--- config.mk ---
export PLATFORM = sky130hd
export DESIGN_NAME = sine_burst_ctrl
export DESIGN_NICKNAME = d
export VERILOG_FILES = /design/src/rtl/sine_burst_ctrl.sv
export SDC_FILE = /design/constraint.sdc
export NUM_CORES = 1
export LEC_CHECK = 0
export ABC_AREA = 1
export CAP_MARGIN = 10
export CORE_ASPECT_RATIO = 1.2
export CORE_MARGIN = 5
export CORE_UTILIZATION = 39
export CTS_BUF_LIST = sky130_fd_sc_hd__clkbuf_8
export CTS_CLUSTER_DIAMETER = 150
export DETAILED_ROUTE_END_ITERATION = 16
export DONT_BUFFER_PORTS = 1
export SYNTH_ARGS = -nofsm -noshare
export SYNTH_HDL_FRONTEND = slang
export SYNTH_SLANG_ARGS = --single-unit
--- constraint.sdc ---
create_clock -name clk -period 2.2 [get_ports clk]
set_input_delay 0.66 -clock clk [delete_from_list [all_inputs] [get_ports clk]]
set_output_delay 0.66 -clock clk [all_outputs]
set_load 0.01 [all_outputs]
--- src/rtl/sine_burst_ctrl.sv ---
// sine_burst_ctrl: schedules the sine_gen 'send' input so that each burst plays
// a whole number of sine periods, followed by a programmable idle gap. A job is
// a fixed number of bursts, or an endless run when cfg_bursts is 0. An abort lets
// the current period finish so the waveform is never cut mid-cycle.
// Optional feature macro: SINE_BURST_SYNC_EN adds the period_sync trigger output.
module sine_burst_ctrl #(
  parameter int PERIOD_CYC = 80,
  parameter int CNT_W      = 16,
  parameter int BURST_W    = 8
) (
  input  logic               clk,
  input  logic               rst,
  input  logic               start,
  input  logic               stop,
  input  logic [CNT_W-1:0]   cfg_periods,
  input  logic [CNT_W-1:0]   cfg_gap,
  input  logic [BURST_W-1:0] cfg_bursts,
  output logic               send,
  output logic               busy,
  output logic [BURST_W-1:0] burst_idx,
  output logic               done,
`ifdef SINE_BURST_SYNC_EN
  output logic               period_sync,
`endif
  output logic               aborted
);

  localparam int PH_W = (PERIOD_CYC > 1) ? $clog2(PERIOD_CYC) : 1;

  localparam logic [2:0] S_IDLE  = 3'd0;
  localparam logic [2:0] S_RUN   = 3'd1;
  localparam logic [2:0] S_GAP   = 3'd2;
  localparam logic [2:0] S_FLUSH = 3'd3;
  localparam logic [2:0] S_DONE  = 3'd4;

  logic [2:0]         state_q,     state_d;
  logic [PH_W-1:0]    phase_q,     phase_d;
  logic [CNT_W-1:0]   per_cnt_q,   per_cnt_d;
  logic [CNT_W-1:0]   gap_cnt_q,   gap_cnt_d;
  logic [CNT_W-1:0]   periods_q,   periods_d;
  logic [CNT_W-1:0]   gap_q,       gap_d;
  logic [BURST_W-1:0] bursts_q,    bursts_d;
  logic [BURST_W-1:0] burst_idx_q, burst_idx_d;
  logic               send_q,      send_d;
  logic               busy_q,      busy_d;
  logic               done_q,      done_d;
  logic               aborted_q,   aborted_d;

  logic wrap;
  logic last_period;
  logic last_burst;

  // Sine period boundary, last period of a burst, and last burst of a finite job.
  assign wrap        = (phase_q == PH_W'(PERIOD_CYC - 1));
  assign last_period = (per_cnt_q == periods_q - CNT_W'(1));
  assign last_burst  = (bursts_q != '0) && ((burst_idx_q + BURST_W'(1)) == bursts_q);

  // Next-state logic; registered outputs are derived from the next state so
  // they change on the same edge as the state itself.
  always_comb begin
    state_d     = state_q;
    phase_d     = phase_q;
    per_cnt_d   = per_cnt_q;
    gap_cnt_d   = gap_cnt_q;
    periods_d   = periods_q;
    gap_d       = gap_q;
    bursts_d    = bursts_q;
    burst_idx_d = burst_idx_q;
    aborted_d   = aborted_q;

    case (state_q)
      S_IDLE: begin
        if (start && !stop) begin
          periods_d   = cfg_periods;
          gap_d       = cfg_gap;
          bursts_d    = cfg_bursts;
          phase_d     = '0;
          per_cnt_d   = '0;
          gap_cnt_d   = '0;
          burst_idx_d = '0;
          aborted_d   = 1'b0;
          state_d     = (cfg_periods == '0) ? S_DONE : S_RUN;
        end
      end

      S_RUN: begin
        phase_d = wrap ? '0 : phase_q + PH_W'(1);
        if (stop) begin
          // A stop exactly on a boundary has nothing left to flush.
          aborted_d = 1'b1;
          state_d   = wrap ? S_DONE : S_FLUSH;
        end else if (wrap) begin
          if (last_period) begin
            per_cnt_d = '0;
            if (last_burst) begin
              state_d = S_DONE;
            end else if (gap_q == '0) begin
              // Back-to-back bursts keep send high without a single idle clock.
              burst_idx_d = burst_idx_q + BURST_W'(1);
            end else begin
              gap_cnt_d = '0;
              state_d   = S_GAP;
            end
          end else begin
            per_cnt_d = per_cnt_q + CNT_W'(1);
          end
        end
      end

      S_GAP: begin
        if (stop) begin
          aborted_d = 1'b1;
          state_d   = S_DONE;
        end else if (gap_cnt_q == gap_q - CNT_W'(1)) begin
          phase_d     = '0;
          per_cnt_d   = '0;
          burst_idx_d = burst_idx_q + BURST_W'(1);
          state_d     = S_RUN;
        end else begin
          gap_cnt_d = gap_cnt_q + CNT_W'(1);
        end
      end

      S_FLUSH: begin
        // send is already low; sine_gen plays out the rest of the period alone.
        if (wrap) begin
          phase_d = '0;
          state_d = S_DONE;
        end else begin
          phase_d = phase_q + PH_W'(1);
        end
      end

      S_DONE: begin
        state_d = S_IDLE;
      end

      default: begin
        state_d = S_IDLE;
      end
    endcase

    send_d = (state_d == S_RUN);
    busy_d = (state_d != S_IDLE);
    done_d = (state_d == S_DONE);
  end

  // State and output registers with synchronous reset.
  always_ff @(posedge clk) begin
    if (rst) begin
      state_q     <= S_IDLE;
      phase_q     <= '0;
      per_cnt_q   <= '0;
      gap_cnt_q   <= '0;
      periods_q   <= '0;
      gap_q       <= '0;
      bursts_q    <= '0;
      burst_idx_q <= '0;
      send_q      <= 1'b0;
      busy_q      <= 1'b0;
      done_q      <= 1'b0;
      aborted_q   <= 1'b0;
    end else begin
      state_q     <= state_d;
      phase_q     <= phase_d;
      per_cnt_q   <= per_cnt_d;
      gap_cnt_q   <= gap_cnt_d;
      periods_q   <= periods_d;
      gap_q       <= gap_d;
      bursts_q    <= bursts_d;
      burst_idx_q <= burst_idx_d;
      send_q      <= send_d;
      busy_q      <= busy_d;
      done_q      <= done_d;
      aborted_q   <= aborted_d;
    end
  end

  assign send      = send_q;
  assign busy      = busy_q;
  assign burst_idx = burst_idx_q;
  assign done      = done_q;
  assign aborted   = aborted_q;

`ifdef SINE_BURST_SYNC_EN
  logic sync_q;

  // Trigger in the cycle sine_gen enters its first sample: one clock after phase 0.
  always_ff @(posedge clk) begin
    if (rst) begin
      sync_q <= 1'b0;
    end else begin
      sync_q <= (state_q == S_RUN) && (phase_q == '0);
    end
  end

  assign period_sync = sync_q;
`endif

endmodule
==> impl_metrics.ini, run 1 <==
[die]
design.die.area_um2 = 18900
initial_utilization_pct = 39.3
die_h_um = 150
fp.dieW_um = 126
top_level_ports = 56
core_region_area_um2 = 16100
placementRows = 51

[grt]
grt_first_pass_wirelength_mm = 31.0
number_of_antenna_violations_at_the_first_check_in_global_routing = 0
grtUsageMet2_pct = 36.1
grt_pass1_vias = 6319
gr-usage-all-layers_pct = 20.3
grt_start_max_net_pins = 43
global_route.usage.met1_pct = 24.1
grt_use_met3_pct = 2.93
global_route.overflow_total = 0
grt-busiest-layer = met2

[timing]
hold_viol = 0
final_max_slew_viol_count = 0
setup_viol = 50
fin_crit_sh_pct = 110
fin_skew_ns = 0.0132
max-slew-margin-rel_pct = 65.7
tightest_slew_ns = 0.510
timing.setup.tns_ns = -7.36
hold_slack_ns = 0.319
rsz_0062_raised_after_global_routing = yes
layout_setup_ws_ns = -0.213
fmax_mhz = 414
post-route-min-period_ns = 2.41

[routing]
via_count = 6772
drt_iter0_markers = 355
drt.antenna.violating_nets = 0
avgRoutedWirePerCell_um = 14.6
number_of_iterations_in_the_first_detailed_routing_pass = 5
via_per_inst = 5.05
totalWireLength_mm = 19.6
drc = 0

[synthesis]
synth_cell_types = 47
yosysTopAreaCell = sky130_fd_sc_hd__dfxtp_1
synth_area_leaders = sky130_fd_sc_hd__dfxtp_1, sky130_fd_sc_hd__nand2_1, sky130_fd_sc_hd__nor2_1, sky130_fd_sc_hd__nand3_1, sky130_fd_sc_hd__inv_1
synth-async-reset-ratio_pct = 0
synth_simple_gate_area_share_pct = 40.5
xor_xnor_fraction_of_synth_area_pct = 8.67
postSynthNetCount = 1037
flip_flop_and_latch_count_after_synthesis = 94
synth-compound-area-share_pct = 10.6
synthMostInstantiatedCell = sky130_fd_sc_hd__nand2_1
seq_total_area_yosys_pct = 29.6
combinational_family_with_the_most_area_after_synthesis = simple AND/OR/NAND/NOR gates
synth_largest_type_area_fraction_pct = 29.6
syn-instance-count = 987
synth.avg_cell_area_um2 = 6.43
yosys-top-cells-count = sky130_fd_sc_hd__nand2_1, sky130_fd_sc_hd__nor2_1, sky130_fd_sc_hd__inv_1
synthesis.yosys.warnings = 0
synthMuxAreaShare_pct = 0
post_synthesis_cell_area_um2 = 6350
postSynth.topFlopCell = sky130_fd_sc_hd__dfxtp_1
count_of_flip_flops_with_a_built_in_enable_after_synthesis = 0
adder_cell_fraction_of_synth_area_pct = 1.18

[critical_path]
start_kind = flop
cp_data_arrival_time_ns = 2.76
crit_path_end_kind = flop
setup.worst_path.class = reg -> reg
timing.critical_path.fanout_max = 8
r2r.worst_path.cells = 16
setup.reg_to_reg.worst_slack_ns = -0.21
crit_required_ns = 2.54

[final_layout]
fin_nets = 1174
post-route-util_pct = 53.0
finish.instance_area_um2 = 8550
finalNonFillerCells = 1341
area_growth_syn_to_layout_pct = 34.7
post_route_cells_drive_above_1_share_pct = 30.1
num_antenna_cells = 0

[clocking]
clock_path_buffers = 2
numCtsBuffers = 9
clock_insertion_delay_worst_skew_ns = 0.40
cts-htree-levels = 3
clockRootBuffer = sky130_fd_sc_hd__clkbuf_8
cts.sinks = 94
cts_tree = yes
clkSlewWorstSetupHoldPaths_ns = 0.10

[placement]
port-buffer-count = 0
dp_hpwl_mm = 14.5
placed_area_um2 = 7560
routabilityCongestion = 0.922
placed_cells = 1303
placement.setup.worst_slack_ns = -0.231

[pwr]
max-vdd-ir-drop_v = 0.000336
power.static_leakage_nw = 3.56
total_power_per_unit_cell_area_nw_per_um2 = 583
total_power_mw = 4.99

[hold_path]
hp-class = in -> reg
hold_depth = 1

[status]
violations = negative setup slack
run_status = finished with violations

[job]
cap_violations = 0
registers in the layout, summed over array words and instances (netlist names):
signal and count:
aborted 1, bursts_q 8, per_cnt_q 16, state_q 3
gap_q 16, send 1, burst_idx 8, phase_q 7
busy 1, periods_q 16, gap_cnt_q 16, done 1
cell usage in the layout, fill, tap and decap left out, types with 24 or more instances in the layout:
cell type and count:
sky130_fd_sc_hd__nand2_2 33, sky130_fd_sc_hd__o21ai_0 46, sky130_fd_sc_hd__nand2_1 198, sky130_fd_sc_hd__a21oi_1 55, sky130_fd_sc_hd__inv_1 94, sky130_fd_sc_hd__buf_4 135, sky130_fd_sc_hd__nor2_1 107, sky130_fd_sc_hd__nand3_1 64
sky130_fd_sc_hd__xor2_1 38, sky130_fd_sc_hd__dfxtp_1 86, sky130_fd_sc_hd__nand4_1 24
path summary, 6_finish.rpt:
| path | start | endpoint |
|---|---|---|
| max | burst_idx[0] | burst_idx[4] |
| min | rst | per_cnt_q[10] |
| max reg2reg | burst_idx[0] | burst_idx[4] |
| min reg2reg | gap_cnt_q[6] | gap_cnt_q[6] |
power breakdown:
group,internal [mW],switching (mW),total [mW]
clock network,0.749,0.670,1.42
logic,0.763,0.915,1.68
registers,1.79,0.0975,1.89
total,3.30,1.68,4.99
layer usage:
layer	vias up	routed length (µm)
met1	3137	8280
met2	145	10000
li1	3451	-
met5	-	0
met4	0	566
met3	39	754
area by class of cell:
type,instances,area [µm²]
Tap cell,212,265
Multi-Input combinational cell,750,4390
Timing Repair Buffer,157,1340
Clock inverter,7,114
Inverter,112,428
Sequential cell,94,1890
Clock buffer,9,124
Fill cell,1602,7590
critical path: stages (launching register included):
cell and delay (ns):
sky130_fd_sc_hd__dfxtp_2 0.37, sky130_fd_sc_hd__buf_6 0.11, sky130_fd_sc_hd__nand4_1 0.17, sky130_fd_sc_hd__buf_4 0.19
sky130_fd_sc_hd__o21ai_2 0.11, sky130_fd_sc_hd__buf_4 0.12, sky130_fd_sc_hd__nand2_1 0.04, sky130_fd_sc_hd__nand2_1 0.06
sky130_fd_sc_hd__nand2_1 0.06, sky130_fd_sc_hd__nand3_2 0.10, sky130_fd_sc_hd__nor2_4 0.07, sky130_fd_sc_hd__nor3_4 0.23
sky130_fd_sc_hd__nor2_4 0.08, sky130_fd_sc_hd__a21oi_4 0.18, sky130_fd_sc_hd__and2_4 0.33, sky130_fd_sc_hd__nor2_2 0.06
sky130_fd_sc_hd__nor2_2 0.07
kinds of logic after synthesis:
kind of cell | count (synthesis)
buffers and inverters | 144
AND/OR/NAND/NOR | 553
XOR/XNOR | 62
flip-flops | 94
AO/OA/AOI/OAI | 128
adder cells (fa/ha/maj) | 6
what timing repair did:
| action | 4_1_cts | 5_1_grt |
|---|---|---|
| setup buffers | 8 | 11 |
| gates resized for setup | 72 | 73 |
| setup endpoints to repair | 53 | 53 |
| pin swaps | 19 | 35 |
| hold buffers | 0 | 0 |
| gates cloned | 3 | 0 |
Power figures use the tool's default switching activity.
==> inputs of run 2 (changes only) <==
PLACE_DENSITY = 0.59   (was not set)
==> impl_metrics.ini, run 2 (synthesized netlist as in run 1, its figures left out) <==
[routing]
drt.antenna.violating_nets = 0
number_of_iterations_in_the_first_detailed_routing_pass = 6
via_count = 6594
totalWireLength_mm = 18.2
drc = 0
drt_iter0_markers = 385
via_per_inst = 4.98
avgRoutedWirePerCell_um = 13.8

[timing]
fin_crit_sh_pct = 110
tightest_slew_ns = 0.442
max-slew-margin-rel_pct = 70.2
rsz_0062_raised_after_global_routing = yes
fin_skew_ns = 0.0188
layout_setup_ws_ns = -0.225
setup_viol = 50
hold_viol = 0
final_max_slew_viol_count = 0
post-route-min-period_ns = 2.42
fmax_mhz = 412

[final_layout]
post_route_cells_drive_above_1_share_pct = 25.6
area_growth_syn_to_layout_pct = 27.4
finish.instance_area_um2 = 8080
final.fill_count = 1633
layout_commonest_cell = sky130_fd_sc_hd__nand2_1
num_antenna_cells = 0
fin_nets = 1157
most-common-layout-cells = sky130_fd_sc_hd__nand2_1, sky130_fd_sc_hd__buf_4, sky130_fd_sc_hd__nor2_1
multi_input_comb_area_um2 = 4160
layout.area.seq_um2 = 1890
finalNonFillerCells = 1324

[status]
violations = negative setup slack
run_status = finished with violations

[critical_path]
startpoint = gap_q[1]
setup.worst_path.class = reg -> reg
crit_required_ns = 2.52
timing.critical_path.fanout_max = 4
cp_data_arrival_time_ns = 2.74
critical_path.max_stage_delay_ns = 0.34
worst_path_most_repeated_cell = sky130_fd_sc_hd__buf_6
setup.reg_to_reg.worst_slack_ns = -0.22
regToRegStartpoint = gap_q[1]
crit_chain = inv_2, ha_4, nand3_4, nor2_4, buf_6, xor2_2, or2_4, buf_6, nand2_2, nor2_1, nand4_1, nor3_2, nand3_2, nand2_4, clkbuf_16, nand2_1, a21oi_1
start_kind = flop
crit_path_end_kind = flop
critical-path-slowest-cell = sky130_fd_sc_hd__dfxtp_2

[placement]
routabilityCongestion = 0.876
placed_cells = 1298
dp_hpwl_mm = 14.1
placed_area_um2 = 7510
port-buffer-count = 0

[die]
placementRows = 51
core_region_area_um2 = 16100
fp.dieW_um = 126
initial_utilization_pct = 39.3
top_level_ports = 56
design.die.area_um2 = 18900
die_h_um = 150

[pwr]
total_power_per_unit_cell_area_nw_per_um2 = 567
total_power_mw = 4.59
max-vdd-ir-drop_v = 0.000305
power.static_leakage_nw = 3.43

[clocking]
clockRootBuffer = sky130_fd_sc_hd__clkbuf_8
cts-htree-levels = 3
cts_tree = yes
clock_insertion_delay_worst_skew_ns = 0.40
cts_hold_buffers = 0
clkSlewWorstSetupHoldPaths_ns = 0.11
cts.sinks = 94
numCtsBuffers = 9
clock_path_buffers = 2

[grt]
number_of_antenna_violations_at_the_first_check_in_global_routing = 0
global_route.overflow_total = 0
grt_start_max_net_pins = 52
gr-usage-all-layers_pct = 19.5
grt_first_pass_wirelength_mm = 30.1
grt_pass1_vias = 6446

[hold_path]
min-delay-start = rst
hp-class = in -> reg

[job]
cap_violations = 0
## run 2: cell types whose count changed in the layout (fill, tap and decap cells not counted), moves of 6 or more
cell and change:
sky130_fd_sc_hd__nor2_4 -12, sky130_fd_sc_hd__nand2_1 +15, sky130_fd_sc_hd__nor2_2 +11, sky130_fd_sc_hd__nand3_2 -16, sky130_fd_sc_hd__buf_6 -6, sky130_fd_sc_hd__nand3_1 +18
sky130_fd_sc_hd__nand2_2 -19, sky130_fd_sc_hd__buf_4 -7
## run 2: what timing repair did
action | in CTS | in global routing
setup buffers | 7 | 2
gates resized for setup | 35 | 45
setup endpoints to repair | 53 | 53
pin swaps | 17 | 22
gates cloned | 0 | 1
## run 2: worst paths after layout
path,end,depth (start not counted)
max,gap_cnt_q[3],17
min reg2reg,phase_q[3],2
max reg2reg,gap_cnt_q[3],17
min,gap_cnt_q[1],1
## run 2: layout make-up
| type | instances | share of cell area (%) |
|---|---|---|
| clock buffer | 10 | 1.70 |
| clock inverter | 6 | 0.573 |
| timing repair buffer | 141 | 14.3 |
| inverter | 112 | 5.26 |
| multi-input combinational | 749 | 51.5 |
| sequential | 94 | 23.4 |
| tap | 212 | 3.28 |
## run 2: per-layer routing
layer,vias up,wire (µm),track usage [%]
met4,0,738,10.1
met1,3023,7700,22.5
met5,-,0,0
met3,41,581,3.11
li1,3415,-,-
met2,115,9210,34.6
## run 2: metrics by stage
step	hold slack (ns)	TNS [ns]	utilization, %	setup WS, ns
2_1_floorplan	0.439	0	-	0.00582
3_3_place_gp	0.442	-4.47	46.5	-0.158
3_5_place_dp	0.449	-6.98	46.5	-0.213
4_1_cts	0.306	-6.54	48.8	-0.169
5_1_grt	0.305	-17.73	50.1	-0.453
6_report	0.321	-7.35	50.1	-0.225
## run 2: critical path, delay by kind of cell, from the launching register on
kind,cells,cell delay [ns]
xor gates and xnor gates,1,0.14
adders and majority gates,1,0.15
AOI/OAI and AO/OA,1,0.12
buffers and inverters,4,0.44
and+or+nand+nor,10,1.15
DFF,1,0.34
## run 2: report_power, final
part	internal (mW)	switching [mW]	leakage, nW
Combinational	0.709	0.852	2.58
Sequential	1.79	0.0904	0.768
Clock	0.448	0.697	0.0889
Total	2.95	1.64	3.43
==> inputs of run 3 (changes only) <==
CTS_CLUSTER_DIAMETER = not set   (was 150)
DONT_BUFFER_PORTS = not set   (was 1)
PLACE_DENSITY = 0.64   (was 0.59)
==> impl_metrics.ini, run 3 (synthesized netlist as in run 1, its figures left out) <==
[critical_path]
setup.worst_path.class = reg -> reg
startpoint = gap_q[1]
start_kind = flop
crit_required_ns = 2.52
crit_path_end_kind = flop
timing.critical_path.fanout_max = 8
cp_data_arrival_time_ns = 2.71
regToRegStartpoint = gap_q[1]

[clocking]
clock_insertion_delay_worst_skew_ns = 0.38
cts-htree-levels = 3
clock_path_buffers = 2
cts_tree = yes
clockRootBuffer = sky130_fd_sc_hd__clkbuf_8
clkSlewWorstSetupHoldPaths_ns = 0.09
numCtsBuffers = 9
cts_hold_buffers = 0
cts.sinks = 94

[timing]
setup_viol = 50
rsz_0062_raised_after_global_routing = yes
fin_crit_sh_pct = 108
final_max_slew_viol_count = 0
tightest_slew_ns = 0.484
fmax_mhz = 420
layout_setup_ws_ns = -0.184
post-route-min-period_ns = 2.38
hold_viol = 0
hold_slack_ns = 0.463
max-slew-margin-rel_pct = 67.4
fin_skew_ns = 0.0123

[final_layout]
post-route-util_pct = 56.7
area_growth_syn_to_layout_pct = 44.3
final.fill_count = 1491
layout_commonest_cell = sky130_fd_sc_hd__nand2_1
finish.instance_area_um2 = 9160
multi_input_comb_area_um2 = 4470
fin_nets = 1228
layout.area.seq_um2 = 1900
post_route_cells_drive_above_1_share_pct = 29.6
most-common-layout-cells = sky130_fd_sc_hd__nand2_1, sky130_fd_sc_hd__buf_4, sky130_fd_sc_hd__nor2_1
num_antenna_cells = 0

[grt]
global_route.overflow_total = 0
number_of_antenna_violations_at_the_first_check_in_global_routing = 0
grt_pass1_vias = 6777
grt_start_max_net_pins = 55
grt_first_pass_wirelength_mm = 31.6
gr-usage-all-layers_pct = 20.4

[die]
placementRows = 51
initial_utilization_pct = 39.3
fp.dieW_um = 126
design.die.area_um2 = 18900
die_h_um = 150
core_region_area_um2 = 16100
top_level_ports = 56

[status]
run_status = finished with violations
violations = negative setup slack

[placement]
placed_area_um2 = 8120
dp_hpwl_mm = 14.3
routabilityCongestion = 0.945
placement.setup.worst_slack_ns = -0.273
port-buffer-count = 55

[hold_path]
hp-class = reg -> reg
min-delay-start = phase_q[3]

[job]
cap_violations = 0

[pwr]
total_power_per_unit_cell_area_nw_per_um2 = 530
power.static_leakage_nw = 3.86
max-vdd-ir-drop_v = 0.000271

[routing]
totalWireLength_mm = 19.6
via_per_inst = 4.98
drt.antenna.violating_nets = 0
drc = 0
drt_iter0_markers = 422
via_count = 6934
avgRoutedWirePerCell_um = 14.1
number_of_iterations_in_the_first_detailed_routing_pass = 5
## run 3: cell count changes in the layout (fill, tap and decap cells not counted), moves of 5 or more
cell                              change
sky130_fd_sc_hd__clkdlybuf4s50_1     +55
sky130_fd_sc_hd__nand2_1             -20
sky130_fd_sc_hd__nand2_2             +11
sky130_fd_sc_hd__nor2_4              +11
sky130_fd_sc_hd__nand2_4              +9
sky130_fd_sc_hd__nand3_1              -9
sky130_fd_sc_hd__nor2_1               -7
sky130_fd_sc_hd__buf_4                +6
sky130_fd_sc_hd__dfxtp_1              -5
sky130_fd_sc_hd__nand3_4              +5
## run 3: critical path, cell delays in order (launching register included)
cell and delay [ns]:
sky130_fd_sc_hd__dfxtp_2 0.34, sky130_fd_sc_hd__buf_6 0.11, sky130_fd_sc_hd__nor2_4 0.11, sky130_fd_sc_hd__nand2_2 0.08
sky130_fd_sc_hd__nor2_4 0.12, sky130_fd_sc_hd__nand2_2 0.08, sky130_fd_sc_hd__nand2_1 0.10, sky130_fd_sc_hd__nand2_1 0.06
sky130_fd_sc_hd__nand2_1 0.08, sky130_fd_sc_hd__and2_0 0.18, sky130_fd_sc_hd__nand2_1 0.08, sky130_fd_sc_hd__nor2_2 0.13
sky130_fd_sc_hd__nand3_2 0.11, sky130_fd_sc_hd__nand2_2 0.10, sky130_fd_sc_hd__nand2_4 0.12, sky130_fd_sc_hd__inv_8 0.10
sky130_fd_sc_hd__and2_4 0.29, sky130_fd_sc_hd__nor2_2 0.06, sky130_fd_sc_hd__nor2_2 0.07
## run 3: stage by stage
step	power (mW)	TNS [ns]	cells
finish	4.85	-5.35	1393
global route	5.15	-13.27	1393
CTS	4.74	-3.26	1385
detailed placement	3.49	-16.15	1359
global placement	3.47	-16.18	1359
floorplan	2.83	0	987
## run 3: worst paths after layout
kind,endpoint,slack (ns),cells past startpoint
max,burst_idx[0],-0.18,18
min reg2reg,phase_q[3],0.46,2
max reg2reg,burst_idx[0],-0.18,18
min,phase_q[3],0.46,2
## run 3: layout make-up
cell class	instances	area share, %
Tap cell	212	2.90
Clock inverter	2	0.0956
Timing Repair Buffer	211	20.9
Inverter	112	4.70
Sequential cell	94	20.7
Clock buffer	12	1.80
Multi-Input combinational cell	750	48.8
## run 3: repair_timing
action / CTS / global route
setup buffers: 9 / 7
pin swaps: 11 / 25
setup endpoints to repair: 54 / 55
gates resized for setup: 62 / 117
gates cloned: 3 / 1
## run 3: report_power, final
group          switching (mW)  internal [mW]
clock                   0.610          0.487
sequential             0.0962           1.79
combinational           0.982          0.884
## run 3: per-layer routing
layer / GRT usage, % / vias to the layer above / wire, µm
met1: 23.6 / 3208 / 8120
met4: 9.87 / 0 / 724
li1: - / 3569 / -
met2: 36.9 / 115 / 10200
met3: 2.82 / 42 / 533
met5: 0 / - / 0
